[src/rtl/elevator_pkg.sv]
// Shared definitions for the elevator car controller and the button block.
package elevator_pkg;

  localparam int BUTTONS_WIDTH_DEFAULT = 8;

  typedef enum logic [1:0] {
    IDLE  = 2'd0,
    MOVE  = 2'd1,
    OPEN  = 2'd2,
    CLOSE = 2'd3
  } state_t;

  typedef enum logic [1:0] {
    DIR_NONE = 2'b00,
    DIR_UP   = 2'b01,
    DIR_DOWN = 2'b10
  } dir_t;

endpackage

[src/rtl/req_scan.sv]
// Combinational request scanner: looks at the request vectors relative to one
// floor and reports pending work above/below, whether a moving car should stop
// there, and which latched requests a stop there services.
module req_scan import elevator_pkg::*; #(
  parameter int BUTTONS_WIDTH = BUTTONS_WIDTH_DEFAULT,
  parameter int FLOOR_W       = $clog2(BUTTONS_WIDTH)
) (
  input  logic [BUTTONS_WIDTH-1:0] in_levels,
  input  logic [BUTTONS_WIDTH-2:0] up_levels,
  input  logic [BUTTONS_WIDTH-1:1] down_levels,
  input  logic [FLOOR_W-1:0]       floor,
  input  logic [1:0]               dir,
  output logic                     here,
  output logic                     above,
  output logic                     below,
  output logic                     stop,
  output logic [BUTTONS_WIDTH-1:0] clear_in,
  output logic [BUTTONS_WIDTH-2:0] clear_up,
  output logic [BUTTONS_WIDTH-1:1] clear_down
);

  logic [BUTTONS_WIDTH-1:0] up_full;
  logic [BUTTONS_WIDTH-1:0] down_full;
  logic [BUTTONS_WIDTH-1:0] req;
  logic                     going_up;
  logic                     going_down;

  assign going_up   = (dir == DIR_UP);
  assign going_down = (dir == DIR_DOWN);

  // Merge the three request sources per floor and look for work on either side.
  always_comb begin
    up_full                       = '0;
    up_full[BUTTONS_WIDTH-2:0]    = up_levels;
    down_full                     = '0;
    down_full[BUTTONS_WIDTH-1:1]  = down_levels;
    req                           = in_levels | up_full | down_full;
    above                         = 1'b0;
    below                         = 1'b0;
    for (int f = 0; f < BUTTONS_WIDTH; f++) begin
      if (f > int'(floor)) above = above | req[f];
      if (f < int'(floor)) below = below | req[f];
    end
  end

  // Stop decision and service masks; the opposite hall call is also serviced
  // when nothing lies further in the travel direction, since the car reverses.
  always_comb begin
    here = req[floor];
    if (going_up)        stop = in_levels[floor] | up_full[floor] | ~above;
    else if (going_down) stop = in_levels[floor] | down_full[floor] | ~below;
    else                 stop = here;
    clear_in   = '0;
    clear_up   = '0;
    clear_down = '0;
    for (int f = 0; f < BUTTONS_WIDTH; f++)
      if (int'(floor) == f) clear_in[f] = in_levels[f];
    for (int f = 0; f < BUTTONS_WIDTH - 1; f++)
      if (int'(floor) == f) clear_up[f] = up_levels[f] & (~going_down | ~below);
    for (int f = 1; f < BUTTONS_WIDTH; f++)
      if (int'(floor) == f) clear_down[f] = down_levels[f] & (~going_up | ~above);
  end

endmodule

[src/rtl/elevator_ctrl.sv]
// Elevator car controller: collective (SCAN) scheduling of latched requests,
// motor and door sequencing, and one-cycle clear pulses back to the buttons.
module elevator_ctrl import elevator_pkg::*; #(
  parameter int BUTTONS_WIDTH = BUTTONS_WIDTH_DEFAULT,
  parameter int FLOOR_TIME    = 16,
  parameter int DOOR_TIME     = 32,
  parameter int FLOOR_W       = $clog2(BUTTONS_WIDTH)
) (
  input  logic                     clk,
  input  logic                     an_reset,
  input  logic [BUTTONS_WIDTH-1:0] active_in_levels,
  input  logic [BUTTONS_WIDTH-2:0] active_out_up_levels,
  input  logic [BUTTONS_WIDTH-1:1] active_out_down_levels,
  input  logic                     emergency_stop,
  output logic [BUTTONS_WIDTH-1:0] inactivate_in_levels,
  output logic [BUTTONS_WIDTH-2:0] inactivate_out_up_levels,
  output logic [BUTTONS_WIDTH-1:1] inactivate_out_down_levels,
  output logic                     buttons_block,
  output logic [FLOOR_W-1:0]       current_floor,
  output logic [1:0]               direction,
  output logic                     motor_up,
  output logic                     motor_down,
  output logic                     door_open
);

  localparam int TIMER_MAX = (FLOOR_TIME > DOOR_TIME) ? FLOOR_TIME : DOOR_TIME;
  localparam int TIMER_W   = $clog2(TIMER_MAX);
  localparam int MASK_W    = 3 * BUTTONS_WIDTH - 2;
  localparam logic [FLOOR_W-1:0] TOP_FLOOR  = FLOOR_W'(BUTTONS_WIDTH - 1);
  localparam logic [TIMER_W-1:0] FLOOR_LAST = TIMER_W'(FLOOR_TIME - 1);
  localparam logic [TIMER_W-1:0] DOOR_LAST  = TIMER_W'(DOOR_TIME - 1);

  state_t                   state;
  dir_t                     dir;
  logic [FLOOR_W-1:0]       floor_r;
  logic [FLOOR_W-1:0]       scan_floor;
  logic [TIMER_W-1:0]       timer;
  logic                     motor_up_r;
  logic                     motor_down_r;
  logic                     door_r;
  logic                     block_r;
  logic [BUTTONS_WIDTH-1:0] pulse_in;
  logic [BUTTONS_WIDTH-2:0] pulse_up;
  logic [BUTTONS_WIDTH-1:1] pulse_down;
  logic [MASK_W-1:0]        mask;
  logic [MASK_W-1:0]        prev_mask;

  logic                     here;
  logic                     above;
  logic                     below;
  logic                     stop;
  logic [BUTTONS_WIDTH-1:0] clear_in;
  logic [BUTTONS_WIDTH-2:0] clear_up;
  logic [BUTTONS_WIDTH-1:1] clear_down;
  logic                     go_up;
  logic                     go_down;

  // While moving, evaluate the floor being arrived at so the stop decision and
  // the clear pulses line up with the edge that updates current_floor.
  always_comb begin
    scan_floor = floor_r;
    if (state == MOVE) begin
      if (dir == DIR_UP && floor_r != TOP_FLOOR)   scan_floor = floor_r + FLOOR_W'(1);
      else if (dir == DIR_DOWN && floor_r != '0)   scan_floor = floor_r - FLOOR_W'(1);
    end
  end

  req_scan #(
    .BUTTONS_WIDTH(BUTTONS_WIDTH),
    .FLOOR_W      (FLOOR_W)
  ) u_scan (
    .in_levels  (active_in_levels),
    .up_levels  (active_out_up_levels),
    .down_levels(active_out_down_levels),
    .floor      (scan_floor),
    .dir        (dir),
    .here       (here),
    .above      (above),
    .below      (below),
    .stop       (stop),
    .clear_in   (clear_in),
    .clear_up   (clear_up),
    .clear_down (clear_down)
  );

  assign mask    = {clear_in, clear_up, clear_down};
  assign go_up   = above & ((dir != DIR_DOWN) | ~below);
  assign go_down = below & ~go_up;

  // Car sequencer: timers, floor position, direction and all registered outputs.
  always_ff @(posedge clk or posedge an_reset) begin
    if (an_reset) begin
      state        <= IDLE;
      dir          <= DIR_NONE;
      floor_r      <= '0;
      timer        <= '0;
      motor_up_r   <= 1'b0;
      motor_down_r <= 1'b0;
      door_r       <= 1'b0;
      block_r      <= 1'b0;
      pulse_in     <= '0;
      pulse_up     <= '0;
      pulse_down   <= '0;
      prev_mask    <= '0;
    end else begin
      block_r    <= emergency_stop;
      pulse_in   <= '0;
      pulse_up   <= '0;
      pulse_down <= '0;
      if (!emergency_stop) begin
        case (state)
          IDLE: begin
            if (here) begin
              state      <= OPEN;
              door_r     <= 1'b1;
              timer      <= '0;
              pulse_in   <= clear_in;
              pulse_up   <= clear_up;
              pulse_down <= clear_down;
              prev_mask  <= mask;
            end else if (go_up) begin
              state      <= MOVE;
              dir        <= DIR_UP;
              motor_up_r <= 1'b1;
              timer      <= '0;
            end else if (go_down) begin
              state        <= MOVE;
              dir          <= DIR_DOWN;
              motor_down_r <= 1'b1;
              timer        <= '0;
            end
          end
          MOVE: begin
            if (timer == FLOOR_LAST) begin
              timer   <= '0;
              floor_r <= scan_floor;
              if (stop) begin
                state        <= OPEN;
                motor_up_r   <= 1'b0;
                motor_down_r <= 1'b0;
                door_r       <= 1'b1;
                pulse_in     <= clear_in;
                pulse_up     <= clear_up;
                pulse_down   <= clear_down;
                prev_mask    <= mask;
              end
            end else begin
              timer <= timer + TIMER_W'(1);
            end
          end
          OPEN: begin
            prev_mask <= mask;
            if (|(mask & ~prev_mask)) begin
              timer      <= '0;
              pulse_in   <= clear_in;
              pulse_up   <= clear_up;
              pulse_down <= clear_down;
            end else if (timer == DOOR_LAST) begin
              state  <= CLOSE;
              door_r <= 1'b0;
              timer  <= '0;
            end else begin
              timer <= timer + TIMER_W'(1);
            end
          end
          CLOSE: begin
            timer <= '0;
            if (go_up) begin
              state      <= MOVE;
              dir        <= DIR_UP;
              motor_up_r <= 1'b1;
            end else if (go_down) begin
              state        <= MOVE;
              dir          <= DIR_DOWN;
              motor_down_r <= 1'b1;
            end else begin
              state <= IDLE;
              dir   <= DIR_NONE;
            end
          end
          default: state <= IDLE;
        endcase
      end
    end
  end

  assign inactivate_in_levels       = pulse_in;
  assign inactivate_out_up_levels   = pulse_up;
  assign inactivate_out_down_levels = pulse_down;
  assign buttons_block              = block_r;
  assign current_floor              = floor_r;
  assign direction                  = dir;
  assign motor_up                   = motor_up_r & ~emergency_stop;
  assign motor_down                 = motor_down_r & ~emergency_stop;
  assign door_open                  = door_r;

endmodule

[config.mk]
export PLATFORM = sky130hd
export DESIGN_NAME = elevator_ctrl
export DESIGN_NICKNAME = d
export VERILOG_FILES = /design/src/rtl/elevator_pkg.sv /design/src/rtl/req_scan.sv /design/src/rtl/elevator_ctrl.sv
export SDC_FILE = /design/constraint.sdc
export NUM_CORES = 1
export LEC_CHECK = 0
export BUFFER_PORTS_ARGS = -buffer_cell sky130_fd_sc_hd__buf_4
export CAP_MARGIN = 10
export CORE_ASPECT_RATIO = 1.25
export CORE_MARGIN = 2
export CORE_UTILIZATION = 32
export DETAILED_ROUTE_END_ITERATION = 7
export PLACE_DENSITY = 0.47
export SETUP_SLACK_MARGIN = 0.15
export SYNTH_ARGS = -nofsm -noshare
export SYNTH_HDL_FRONTEND = slang
export SYNTH_SLANG_ARGS = --single-unit
[constraint.sdc]
create_clock -name clk -period 7.65 [get_ports clk]
set_input_delay 1.53 -clock clk [delete_from_list [all_inputs] [get_ports clk]]
set_output_delay 1.53 -clock clk [all_outputs]
set_load 0.05 [all_outputs]
==> results <==
- The timing-limited maximum frequency is 0.213 GHz.
- Entering global routing, the biggest net connects 61 pins.
- Compared with the post-synthesis result, the final layout area differs by 20.7%.
- The TritonCTS clock tree is done.
- The count of instances resized after the clock tree is built is 0.
- The finished layout holds 625 standard cells, fillers aside.
- The number of top-level pins is 56.
- By instance count, the leading cell after synthesis is sky130_fd_sc_hd__dfrtp_1.
- The number of synthesized register bits is 60.
- The via count of the first global-routing pass is 3439.
- The final critical path takes up 61.5% of the cycle.
- The routed design could run at a clock period as short as 4.70 ns.
- The die footprint is 0.0134 mm².
- For this run, the slowest stage of the critical path takes 0.72 ns.
- The floorplan has 45 rows.
- The clock tree synthesis step divided the H-tree into 3 levels.
- The sum of net half-perimeters after detailed placement is 8920 µm.
- In this run, the number of DRC markers left after iteration 0 of detailed routing was 183.
- The commonest register cell after synthesis is sky130_fd_sc_hd__dfrtp_1.
- The region available for standard cell placement spans 0.0122 mm².
- The placed cell count is 609.
- The number of cells traversed by the worst register-to-register path is 12.
- The layout has 1262 filler cells.
- The die span in y is 129 µm.
- For this run, the detailed router's first-pass iteration total came to 4.
- The largest vdd supply drop is 86.1 µV.
- Post-CTS timing repair inserted 0 buffers for setup.
- The reg-to-reg setup timing slack is 2.95 ns.
- The endpoint identified for the worst register-to-register timing path is prev_mask[8]$_DFFE_PP0P_.
- The tree is rooted in a sky130_fd_sc_hd__clkbuf_16.
- For this run, asynchronously set or reset flops after synthesis account for 100%.
- The number of nets in the synthesized netlist is 441.
- The count of buffers added on input and output ports is 55.
- The clock skew after layout is 0.00672 ns.
- Summed over all instances, the cell type with the most area after synthesis is sky130_fd_sc_hd__dfrtp_1.
- The hold-fix buffer count after cts is 0.
- In this run the most critical hold path is launched from prev_mask[9]$_DFFE_PP0P_.
- The worst setup path is captured at a register.
- For the worst setup path, the data arrival time is 4.93 ns.
- The total congestion overflow is 0.
- The starting density of the core is 32.8%.
- The number of buffers created by CTS is 9.
- The cell count after synthesis is 404.
- The average cell area after synthesis is 9.93 µm².
- The wire length of the first global-routing pass is 19200 µm.
- Ranked by total cell area, the synthesized netlist is headed by sky130_fd_sc_hd__dfrtp_1, sky130_fd_sc_hd__mux2_4, sky130_fd_sc_hd__ha_1.
- Of all nets on the critical path, the largest fanout is 27.
- Global routing used 18.8% of the available tracks across all layers.
- The startpoint identified for the worst register-to-register timing path is current_floor[0]$_DFFE_PP0P_.
- The leakage dissipation is 0.00219 µW.
- Dividing the detail-routed wire length by the instance count gives 19.3 µm.
- After the last flow step, the layout net total stands at 493.
- The setup violation total in the final timing report is 0.
- The weighted congestion reported at the end of routability-driven placement is 0.924.
- The endpoint required time on the critical path is 7.88 ns.
- The number of hold violations in the final report came to 0.
- Traced cell by cell, the critical path runs through ha_1 > ha_1 > nand4bb_1 > and3_1 > nor2_2 > nor3_2 > and3_1 > o32ai_2 > a2bb2oi_4 > o311ai_4 > buf_4 > mux2_2.
- The routed layout has 3435 vias.
- The power density over the cells is 193 mW/mm².
- The portion of synthesized cell area occupied by the leading cell type is 37.4%.
- The critical path is of the register to register type.
- The repair_antennas step left the layout with diodes totalling 0.
- The flow ran to the end, and the final reports show no timing, DRC or antenna violations.
- The worst hold path was traced through 2 stages.
- Counting every sink on the clock net gives 60.
- The number of DRC violations after detailed routing is 0.
- The initial antenna violation count is 0.
- The clock transition at the registers of the reported paths is 0.05 ns.
- The floorplan step set the die width to 104 µm.
- The number of warning messages in the yosys log is 0.
- Max-cap violations in this run came to 0.
- Counting flops with a built-in enable in the synthesized netlist gives 0.
- Yosys mapped the design onto 80 distinct sky130hd cell types.
- Sorting the synthesized cells by how often they occur yields sky130_fd_sc_hd__dfrtp_1, sky130_fd_sc_hd__nor2_1, sky130_fd_sc_hd__inv_1, sky130_fd_sc_hd__nand2_1, sky130_fd_sc_hd__and2_1.
- The worst slew slack as a fraction of its limit is 30.7%.
- The final count of pins violating max slew was 0.
- The final wirelength is 12100 µm.
- The cell with the largest stage delay on the worst path is sky130_fd_sc_hd__nor2_2.
- The share of layout cells above drive strength 1 is 25.6%.
- Setup repair after global routing left no endpoint under its margin.
- For the pin with the worst max-slew slack, the measured transition is 1.03 ns.
- The endpoint of the worst hold-timing path is prev_mask[9]$_DFFE_PP0P_.
- The maximum root-to-sink buffer count is 2.
- The mean number of vias per cell is 5.50.
- The detail route stage leaves a number of antenna-violating nets equal to 0.
- In this run the worst hold path is classified as register to register.
- The worst-skew pair later-pin latency is 0.35 ns.
- After synthesis the cells add up to 0.00401 mm².
- Setup total negative slack on the finished layout was measured at 0 ns.
- STA classifies the critical path startpoint as a register.
- The register area share after synthesis is 37.4%.
cell families (layout without fill, tap and decap cells):
| kind of cell | after synthesis | count (layout) | share of synthesized area [%] |
|---|---|---|---|
| AOI/OAI and AO/OA | 111 | 111 | 23.3 |
| xor gates and xnor gates | 3 | 3 | 0.843 |
| adders and majority gates | 12 | 12 | 3.74 |
| buffers and inverters | 42 | 99 | 5.65 |
| DFF | 60 | 60 | 37.4 |
| muxes | 24 | 24 | 7.83 |
| and+or+nand+nor | 152 | 152 | 21.2 |
per-stage QoR:
step	hold WS (ns)	cell area [µm²]	worst slack [ns]	total power [µW]	utilization, %
2_1_floorplan	0.448	4010	3.58	442	-
3_5_place_dp	0.472	4510	2.95	490	36.9
5_1_grt	0.524	4840	2.59	972	39.6
4_1_cts	0.485	4840	2.95	946	39.6
3_3_place_gp	0.465	4510	2.92	488	36.9
6_report	0.478	4840	2.95	934	39.6
placed cells by master (no fill, tap or decap), drive strengths merged, types with 8 or more instances in the layout:
master and n:
nor3 13, and3 13, nand2 23, and2 23, clkbuf 10, buf 57
mux2 23, nand3 13, o21ai 22, a21oi 18, nor2 28, inv 26
dfrtp 60, ha 12, o31ai 8
cell type report:
type                    instances  area [µm²]  area share [%]
multi-input cells             302        2280            47.2
clock buffers                  10         239            4.94
well taps                     164         205            4.24
clock inverters                 6        86.3            1.78
flip-flops and latches         60        1500            31.0
inverters                      26        97.6            2.02
repair buffers                 57         428            8.84
sequential cells by signal (all words and copies together), names as in the netlist:
name	count
buttons_block	1
prev_mask	22
inactivate_out_down_levels	7
inactivate_in_levels	8
current_floor	3
motor_down_r	1
timer	5
door_open	1
state	2
direction	2
inactivate_out_up_levels	7
motor_up_r	1
power by group:
group	internal, µW	total (µW)	switching, µW
sequential	329	339	10.1
clock	294	449	155
combinational	57.2	146	88.8
total	680	934	254
worst max path at each step:
| stage | startpoint | endpoint | cells after the start |
|---|---|---|---|
| final | current_floor[0]$_DFFE_PP0P_ | prev_mask[8]$_DFFE_PP0P_ | 12 |
| after global routing | current_floor[0]$_DFFE_PP0P_ | inactivate_out_down_levels[6]$_DFF_PP0_ | 12 |
| after CTS | current_floor[0]$_DFFE_PP0P_ | prev_mask[7]$_DFFE_PP0P_ | 12 |
| after detailed placement | current_floor[0]$_DFFE_PP0P_ | prev_mask[8]$_DFFE_PP0P_ | 12 |
| after global placement | state[1]$_DFFE_PP0P_ | inactivate_in_levels[7]$_DFF_PP0_ | 12 |
| after floorplan | current_floor[0]$_DFFE_PP0P_ | prev_mask[0]$_DFFE_PP0P_ | 12 |
critical path: cells and delay by family, from the launching register on:
family          cells  cell delay, ns
mux                 1            0.39
flops               1            0.61
compound gates      3            0.67
buf+inv             1            0.43
fa+ha+maj           2            0.54
simple gates        5            1.94
metal layers:
layer | wire, µm | share of wire [%] | up-vias | global-route usage, %
met1 | 5410 | 45 | 1679 | 23.6
met3 | 508 | 4.2 | 30 | 4.12
met2 | 5600 | 46 | 117 | 29.7
met4 | 545 | 4.5 | 0 | 11.4
met5 | 0 | 0 | - | 0
li1 | - | - | 1609 | -
Power figures use the tool's default switching activity.
